===== config.mk =====
export PLATFORM = sky130hd
export DESIGN_NAME = mc_control_flat
export DESIGN_NICKNAME = d
export VERILOG_FILES = /design/src/rtl/mc_control_if.sv /design/src/rtl/mc_control.sv /design/src/flat_wrapper.sv
export SDC_FILE = /design/constraint.sdc
export NUM_CORES = 1
export LEC_CHECK = 0
export ABC_AREA = 0
export CORE_MARGIN = 3
export CORE_UTILIZATION = 48
export DETAILED_ROUTE_END_ITERATION = 10
export PLACE_DENSITY = 0.85
export SLEW_MARGIN = 20
export SYNTH_ARGS = -nofsm -noshare
export SYNTH_HDL_FRONTEND = slang
export SYNTH_SLANG_ARGS = --single-unit

===== constraint.sdc =====
create_clock -name clk -period 2.4 [get_ports clk]
set_input_delay 0.72 -clock clk [delete_from_list [all_inputs] [get_ports clk]]
set_output_delay 0.72 -clock clk [all_outputs]
set_load 0.005 [all_outputs]

===== src/rtl/mc_control_if.sv =====
// Memory-side handshake bundle for mc_control: instruction fetch and data access.
// The master modport is the controller; the slave modport is the memory system.
interface mc_control_if;
  logic        imem_req;
  logic        imem_ack;
  logic [31:0] imem_rdata;
  logic        dmem_req;
  logic        dmem_we;
  logic        dmem_ack;

  modport master (
    output imem_req, dmem_req, dmem_we,
    input  imem_ack, imem_rdata, dmem_ack
  );

  modport slave (
    input  imem_req, dmem_req, dmem_we,
    output imem_ack, imem_rdata, dmem_ack
  );
endinterface


===== src/rtl/mc_control.sv =====
// Multi-cycle RV64I/RV32I subset control unit: fetch, decode, execute, memory and
// write-back sequencing with ack timeouts, halt/trap states and a retire counter.
module mc_control #(
  parameter int XLEN    = 64,
  parameter int RET_W   = 64,
  parameter int TIMEOUT = 255
) (
  input  logic             clk,
  input  logic             rst_n,
  mc_control_if.master     bus,
  output logic [31:0]      inst,
  output logic [2:0]       imm_sel,
  output logic [3:0]       alu_sel,
  output logic             alu_a_sel,
  output logic             alu_b_sel,
  output logic             pc_sel,
  output logic [1:0]       reg_w_sel,
  output logic [7:0]       mem_mask,
  output logic             reg_wen,
  output logic             pc_wen,
  output logic             halt,
  output logic             trap,
  output logic [1:0]       trap_cause,
  output logic [RET_W-1:0] retired,
  output logic [2:0]       state
);

  localparam int              TO_W     = (TIMEOUT > 0) ? $clog2(TIMEOUT + 1) : 1;
  localparam logic [TO_W-1:0] TO_LIMIT = TO_W'(TIMEOUT);

  typedef enum logic [2:0] {
    S_IF   = 3'd0,
    S_ID   = 3'd1,
    S_EX   = 3'd2,
    S_MEM  = 3'd3,
    S_WB   = 3'd4,
    S_HALT = 3'd5,
    S_TRAP = 3'd6
  } state_e;

  typedef struct packed {
    logic [2:0] imm_sel;
    logic [3:0] alu_sel;
    logic       alu_a_sel;
    logic       alu_b_sel;
    logic       pc_sel;
    logic [1:0] reg_w_sel;
    logic [7:0] mem_mask;
    logic       is_mem;
    logic       is_store;
  } sel_t;

  state_e            state_q, state_d;
  logic [31:0]       inst_q, inst_d;
  sel_t              sel_q, sel_d, dec;
  logic              dec_legal, dec_ebreak;
  logic [TO_W-1:0]   cnt_q, cnt_d, cnt_inc;
  logic [1:0]        cause_q, cause_d;
  logic [RET_W-1:0]  ret_q, ret_d;
  logic [6:0]        opcode;
  logic [2:0]        funct3;
  logic [7:0]        ld_mask;

  assign opcode  = inst_q[6:0];
  assign funct3  = inst_q[14:12];
  assign cnt_inc = cnt_q + TO_W'(1);

  // Stores share the load width encoding for funct3 000..011; 64-bit widths vanish on RV32.
  always_comb begin
    dec        = '0;
    dec_legal  = 1'b0;
    dec_ebreak = (inst_q == 32'h0010_0073);
    case (funct3)
      3'b000, 3'b100: ld_mask = 8'h01;
      3'b001, 3'b101: ld_mask = 8'h03;
      3'b010:         ld_mask = 8'h0F;
      3'b110:         ld_mask = (XLEN == 64) ? 8'h0F : 8'h00;
      3'b011:         ld_mask = (XLEN == 64) ? 8'hFF : 8'h00;
      default:        ld_mask = 8'h00;
    endcase
    case (opcode)
      7'b0010011: begin
        dec_legal     = (funct3 == 3'b000);
        dec.alu_b_sel = 1'b1;
      end
      7'b1100111: begin
        dec_legal     = (funct3 == 3'b000);
        dec.alu_b_sel = 1'b1;
        dec.pc_sel    = 1'b1;
        dec.reg_w_sel = 2'd1;
      end
      7'b1101111: begin
        dec_legal     = 1'b1;
        dec.imm_sel   = 3'd4;
        dec.alu_a_sel = 1'b1;
        dec.alu_b_sel = 1'b1;
        dec.pc_sel    = 1'b1;
        dec.reg_w_sel = 2'd1;
      end
      7'b0010111: begin
        dec_legal     = 1'b1;
        dec.imm_sel   = 3'd3;
        dec.alu_a_sel = 1'b1;
        dec.alu_b_sel = 1'b1;
      end
      7'b0110111: begin
        dec_legal     = 1'b1;
        dec.imm_sel   = 3'd3;
        dec.alu_sel   = 4'd15;
        dec.alu_b_sel = 1'b1;
      end
      7'b0000011: begin
        dec_legal     = (ld_mask != 8'h00);
        dec.alu_b_sel = 1'b1;
        dec.reg_w_sel = 2'd2;
        dec.mem_mask  = ld_mask;
        dec.is_mem    = 1'b1;
      end
      7'b0100011: begin
        dec_legal     = !funct3[2] && (ld_mask != 8'h00);
        dec.imm_sel   = 3'd1;
        dec.alu_b_sel = 1'b1;
        dec.mem_mask  = ld_mask;
        dec.is_mem    = 1'b1;
        dec.is_store  = 1'b1;
      end
      default: dec_legal = 1'b0;
    endcase
  end

  always_comb begin
    state_d = state_q;
    inst_d  = inst_q;
    sel_d   = sel_q;
    cnt_d   = cnt_q;
    cause_d = cause_q;
    ret_d   = ret_q;
    case (state_q)
      S_IF: begin
        if (bus.imem_ack) begin
          inst_d  = bus.imem_rdata;
          state_d = S_ID;
        end else if ((TIMEOUT > 0) && (cnt_inc == TO_LIMIT)) begin
          state_d = S_TRAP;
          cause_d = 2'd2;
        end else begin
          cnt_d = cnt_inc;
        end
      end
      S_ID: begin
        if (dec_ebreak) begin
          state_d = S_HALT;
        end else if (!dec_legal) begin
          state_d = S_TRAP;
          cause_d = 2'd1;
        end else begin
          sel_d   = dec;
          state_d = S_EX;
        end
      end
      S_EX: begin
        cnt_d   = '0;
        state_d = sel_q.is_mem ? S_MEM : S_WB;
      end
      S_MEM: begin
        if (bus.dmem_ack) begin
          state_d = S_WB;
        end else if ((TIMEOUT > 0) && (cnt_inc == TO_LIMIT)) begin
          state_d = S_TRAP;
          cause_d = 2'd3;
          sel_d   = '0;
        end else begin
          cnt_d = cnt_inc;
        end
      end
      S_WB: begin
        ret_d   = ret_q + RET_W'(1);
        sel_d   = '0;
        cnt_d   = '0;
        state_d = S_IF;
      end
      S_HALT, S_TRAP: state_d = state_q;
      default:        state_d = S_IF;
    endcase
  end

  always_ff @(posedge clk) begin
    if (!rst_n) begin
      state_q <= S_IF;
      inst_q  <= '0;
      sel_q   <= '0;
      cnt_q   <= '0;
      cause_q <= '0;
      ret_q   <= '0;
    end else begin
      state_q <= state_d;
      inst_q  <= inst_d;
      sel_q   <= sel_d;
      cnt_q   <= cnt_d;
      cause_q <= cause_d;
      ret_q   <= ret_d;
    end
  end

  assign bus.imem_req = (state_q == S_IF);
  assign bus.dmem_req = (state_q == S_MEM);
  assign bus.dmem_we  = (state_q == S_MEM) && sel_q.is_store;
  assign inst         = inst_q;
  assign imm_sel      = sel_q.imm_sel;
  assign alu_sel      = sel_q.alu_sel;
  assign alu_a_sel    = sel_q.alu_a_sel;
  assign alu_b_sel    = sel_q.alu_b_sel;
  assign pc_sel       = sel_q.pc_sel;
  assign reg_w_sel    = sel_q.reg_w_sel;
  assign mem_mask     = sel_q.mem_mask;
  assign pc_wen       = (state_q == S_WB);
  assign reg_wen      = (state_q == S_WB) && !sel_q.is_store;
  assign halt         = (state_q == S_HALT);
  assign trap         = (state_q == S_TRAP);
  assign trap_cause   = cause_q;
  assign retired      = ret_q;
  assign state        = state_q;

endmodule


===== src/flat_wrapper.sv =====
// flat-port wrapper written by rule: the top's interface ports become plain ports
module mc_control_flat 
#(
  parameter int XLEN    = 64,
  parameter int RET_W   = 64,
  parameter int TIMEOUT = 255
)
  (clk, rst_n, inst, imm_sel, alu_sel, alu_a_sel, alu_b_sel, pc_sel, reg_w_sel, mem_mask, reg_wen, pc_wen, halt, trap, trap_cause, retired, state, bus_imem_req, bus_dmem_req, bus_dmem_we, bus_imem_ack, bus_imem_rdata, bus_dmem_ack);
  mc_control_if bus_i ();
  input  logic clk;
  input  logic rst_n;
  output logic [31:0] inst;
  output logic [2:0] imm_sel;
  output logic [3:0] alu_sel;
  output logic alu_a_sel;
  output logic alu_b_sel;
  output logic pc_sel;
  output logic [1:0] reg_w_sel;
  output logic [7:0] mem_mask;
  output logic reg_wen;
  output logic pc_wen;
  output logic halt;
  output logic trap;
  output logic [1:0] trap_cause;
  output logic [RET_W-1:0] retired;
  output logic [2:0] state;
  output wire logic [$bits(bus_i.imem_req)-1:0] bus_imem_req;
  output wire logic [$bits(bus_i.dmem_req)-1:0] bus_dmem_req;
  output wire logic [$bits(bus_i.dmem_we)-1:0] bus_dmem_we;
  input wire logic [$bits(bus_i.imem_ack)-1:0] bus_imem_ack;
  input wire logic [$bits(bus_i.imem_rdata)-1:0] bus_imem_rdata;
  input wire logic [$bits(bus_i.dmem_ack)-1:0] bus_dmem_ack;
  assign bus_imem_req = bus_i.imem_req;
  assign bus_dmem_req = bus_i.dmem_req;
  assign bus_dmem_we = bus_i.dmem_we;
  assign bus_i.imem_ack = bus_imem_ack;
  assign bus_i.imem_rdata = bus_imem_rdata;
  assign bus_i.dmem_ack = bus_dmem_ack;
  mc_control #(.XLEN(XLEN), .RET_W(RET_W), .TIMEOUT(TIMEOUT)) u_core (.clk(clk), .rst_n(rst_n), .bus(bus_i), .inst(inst), .imm_sel(imm_sel), .alu_sel(alu_sel), .alu_a_sel(alu_a_sel), .alu_b_sel(alu_b_sel), .pc_sel(pc_sel), .reg_w_sel(reg_w_sel), .mem_mask(mem_mask), .reg_wen(reg_wen), .pc_wen(pc_wen), .halt(halt), .trap(trap), .trap_cause(trap_cause), .retired(retired), .state(state));
endmodule

==> qor.csv <==
stage,metric,value,unit
outcome,status,"complete, no violations",
layout,share of layout cells above drive strength 1,10.50,%
run,max-cap viol count,0,
layout,post-layout util,70.90,%
synthesis,Synth Flop Type,dfxtp_1,
die,Die Ht,116.4,um
worst_setup_path,worst endpoint required time,1.68,ns
synthesis,Yosys top cell by area,dfxtp_1,
detailed_routing,vias per cell,5.549,
synthesis,mapped cell area,0.005852,mm^2
worst_setup_path,Startpoint Class,flip-flop,
worst_setup_path,critical path class,flip-flop to output pin,
synthesis,Post-synth ARST share,0,%
synthesis,YS warnings,0,
clock_tree,worst skew pair latency,0.42,ns
worst_setup_path,WP data arrival,1.54,ns
detailed_routing,routed vias,5710,
worst_setup_path,Crit. End Element,output pin,
global_route,first-pass GRT wire length,26290,um
place,post-DP HPWL,10950,um
timing,Final Cycle Share,94.13,%
place,Final Wtd Congestion,0.8443,
clock_tree,clock slew at reported path FFs,0.05,ns
power,VDD IR max,0.5692,mV
timing,Slew HR,65.84,%
synthesis,synth top area cells,"dfxtp_1 (42%), nand2_1 (6.6%), xor2_1 (5.5%)",
layout,Layout area overhead,41.31,%
clock_tree,TritonCTS clock tree,built,
global_route,vias in the first global route,5467,
die,width of the die,116.4,um
worst_hold_path,Hold WC Path Type,flip-flop to flip-flop,
synthesis,register area share after synthesis,42.42,%
die,I/O pin count,164,
global_route,largest net degree at the start of global routing,33,
global_route,total gr overflow,0,
clock_tree,Clock Tree Root,clkbuf_16,
synthesis,top cell type's share of synthesized area,42.42,%
detailed_routing,post-route DRC violation count,0,
timing,Max Fclk,442.6,MHz
synthesis,top-count cell post-synth,dfxtp_1,
clock_tree,Num Clock Sinks,124,
power,Cell Pwr Density,640.8,mW/mm^2
detailed_routing,post-route ant nets,0,
synthesis,syn nets,747,
synthesis,register bit count reported by yosys,124,
clock_tree,CTS Hold Bufs,0,
timing,Fin. Hold Viols,0,
detailed_routing,First-pass DRT Iterations,5,
die,Die Area,0.01355,mm^2
timing,Worst-Margin Slew,0.5077,ns
timing,Setup-failing EPs final,0,
place,pre-CTS setup slack,0.09069,ns
timing,worst setup margin,0.1408,ns
worst_setup_path,worst-path maximum fanout,5,
detailed_routing,DRT iter0 DRCs,563,
timing,Final min period,2.259,ns
die,Initial Utilization,50.18,%
synthesis,Avg Inst Size Synth,8.265,um^2
timing,RSZ-0062 raised after global routing,no,
die,FP Rows,39,
layout,n_diodes,0,
detailed_routing,drt total wl,15870,um
synthesis,number of distinct library cells after synthesis,56,
timing,TNS Setup,0,ns
power,PnR Total Power,5.299,mW
die,core area,0.01166,mm^2
power,Pleak,3.129,nW
clock_tree,clk buf depth,2,
synthesis,Syn Inst Count,708,
place,IO Port Bufs,163,
clock_tree,H-tree depth,4,
clock_tree,Num CTS Buffers,17,
synthesis,Commonest cells post-synth,"dfxtp_1 (124), nand2_1 (103), nor2_1 (62)",
timing,Worst Clk Skew,0.007225,ns
global_route,initial antenna violation count,0,
detailed_routing,DR WL/cell,15.43,um
synthesis,Post-synth EDFFs,0,
timing,Max Slew Vio Count,0,
global_route,total track usage,24.41,%
layout,# fillers,890,
layout,layout net count,913,
-- critical path, stage by stage (launching register included) --
cell and delay (ns):
dfxtp_4 0.37, buf_4 0.14, nor2b_1 0.17, and2_1 0.18
dlygate4sd2_1 0.26
-- cell usage in the layout (no fill, tap or decap), types with 3 or more instances in the layout --
cell             netlist  final
and4_1                 8      8
a31oi_1                4      4
nand3_1               54     54
nor2b_1                6      5
xor2_1                37     37
o211ai_1               6      6
ha_1                   3      3
or4_1                  4      4
o31ai_1                6      6
nor2_1                62     62
clkbuf_8               0      4
clkbuf_1              24      3
clkinv_2               0      4
nor3b_1                3      3
clkbuf_16              0     17
dfxtp_1              124    120
nor3_1                 5      5
a21oi_1               58     58
or3_1                 13     13
dlygate4sd2_1          0      5
o21ai_0               28     28
nand2_1              103    103
inv_1                  8      8
mux2i_1                4      4
xnor2_1               15     15
buf_4                 21     38
nand2b_1               4      4
and2_1                15     14
nand4_1               18     18
and3_1                18     18
nand3b_1               3      3
clkdlybuf4s50_1        0    156
nor4_1                 7      7
-- power breakdown --
group	total (mW)	switching, mW	internal [mW]
clock	2.50	0.880	1.62
combinational	0.606	0.298	0.307
sequential	2.19	0.0675	2.12
-- state kept, by name (all words and copies together) (netlist names), 2 cells and up --
register and flops:
u_core.retired 64, u_core.inst 32, u_core.cnt_q 8, u_core.mem_mask 4
u_core.imm_sel 3, u_core.state 3, u_core.reg_w_sel 2, u_core.sel_q 2
u_core.trap_cause 2
-- cells by family (layout without fill, tap and decap cells) --
group           count (synthesis)  count (layout)  synth area share, %
simple gates                  343             343                30.62
flops                         124             124                42.42
fa+ha+maj                       3               3               0.6415
buf+inv                        67             245                6.628
compound gates                115             115                11.22
mux                             4               4               0.6842
xor+xnor                       52              52                7.783
-- what timing repair did --
action	CTS	global route
gates resized for setup	16	5
pin swaps	1	1
setup endpoints to repair	7	6
setup buffers	6	1
cloned	0	0
-- final cells by class --
cell class	instances	area [um^2]	area share, %
timing repair buffer	205	1978	23.92
sequential	124	2492	30.14
multi-input combinational	517	3007	36.36
clock inverter	7	87.58	1.059
tap	143	178.9	2.164
inverter	9	33.78	0.4085
clock buffer	24	491.7	5.946
-- per-layer routing --
| layer | track usage, % | vias up | part of all wire (%) |
|---|---|---|---|
| met5 | 0 | - | 0 |
| met4 | 8.971 | 0 | 1.6 |
| met3 | 9.067 | 24 | 8.2 |
| met2 | 41.08 | 220 | 49 |
| met1 | 28.44 | 2686 | 41 |
| li1 | - | 2780 | - |
-- worst paths after layout --
path                      endpoint        startpoint  slack [ns]  cells after the start
setup / recovery              trap   u_core.state[0]        0.14                      4
hold / removal    u_core.alu_b_sel  u_core.alu_b_sel        0.47                      2
setup reg to reg     u_core.pc_sel   u_core.inst[23]        0.15                      7
hold reg to reg   u_core.alu_b_sel  u_core.alu_b_sel        0.47                      2
-- per-stage QoR --
stage | hold WS [ns] | instance area, um^2 | std cells
after floorplan | 0.4320 | 5852 | 708
after global placement | 0.4424 | 7596 | 991
after detailed placement | 0.4542 | 7596 | 991
after CTS | 0.4657 | 8244 | 1028
after global routing | 0.4937 | 8269 | 1029
final | 0.4695 | 8269 | 1029
(Power assumes the default switching activity.)
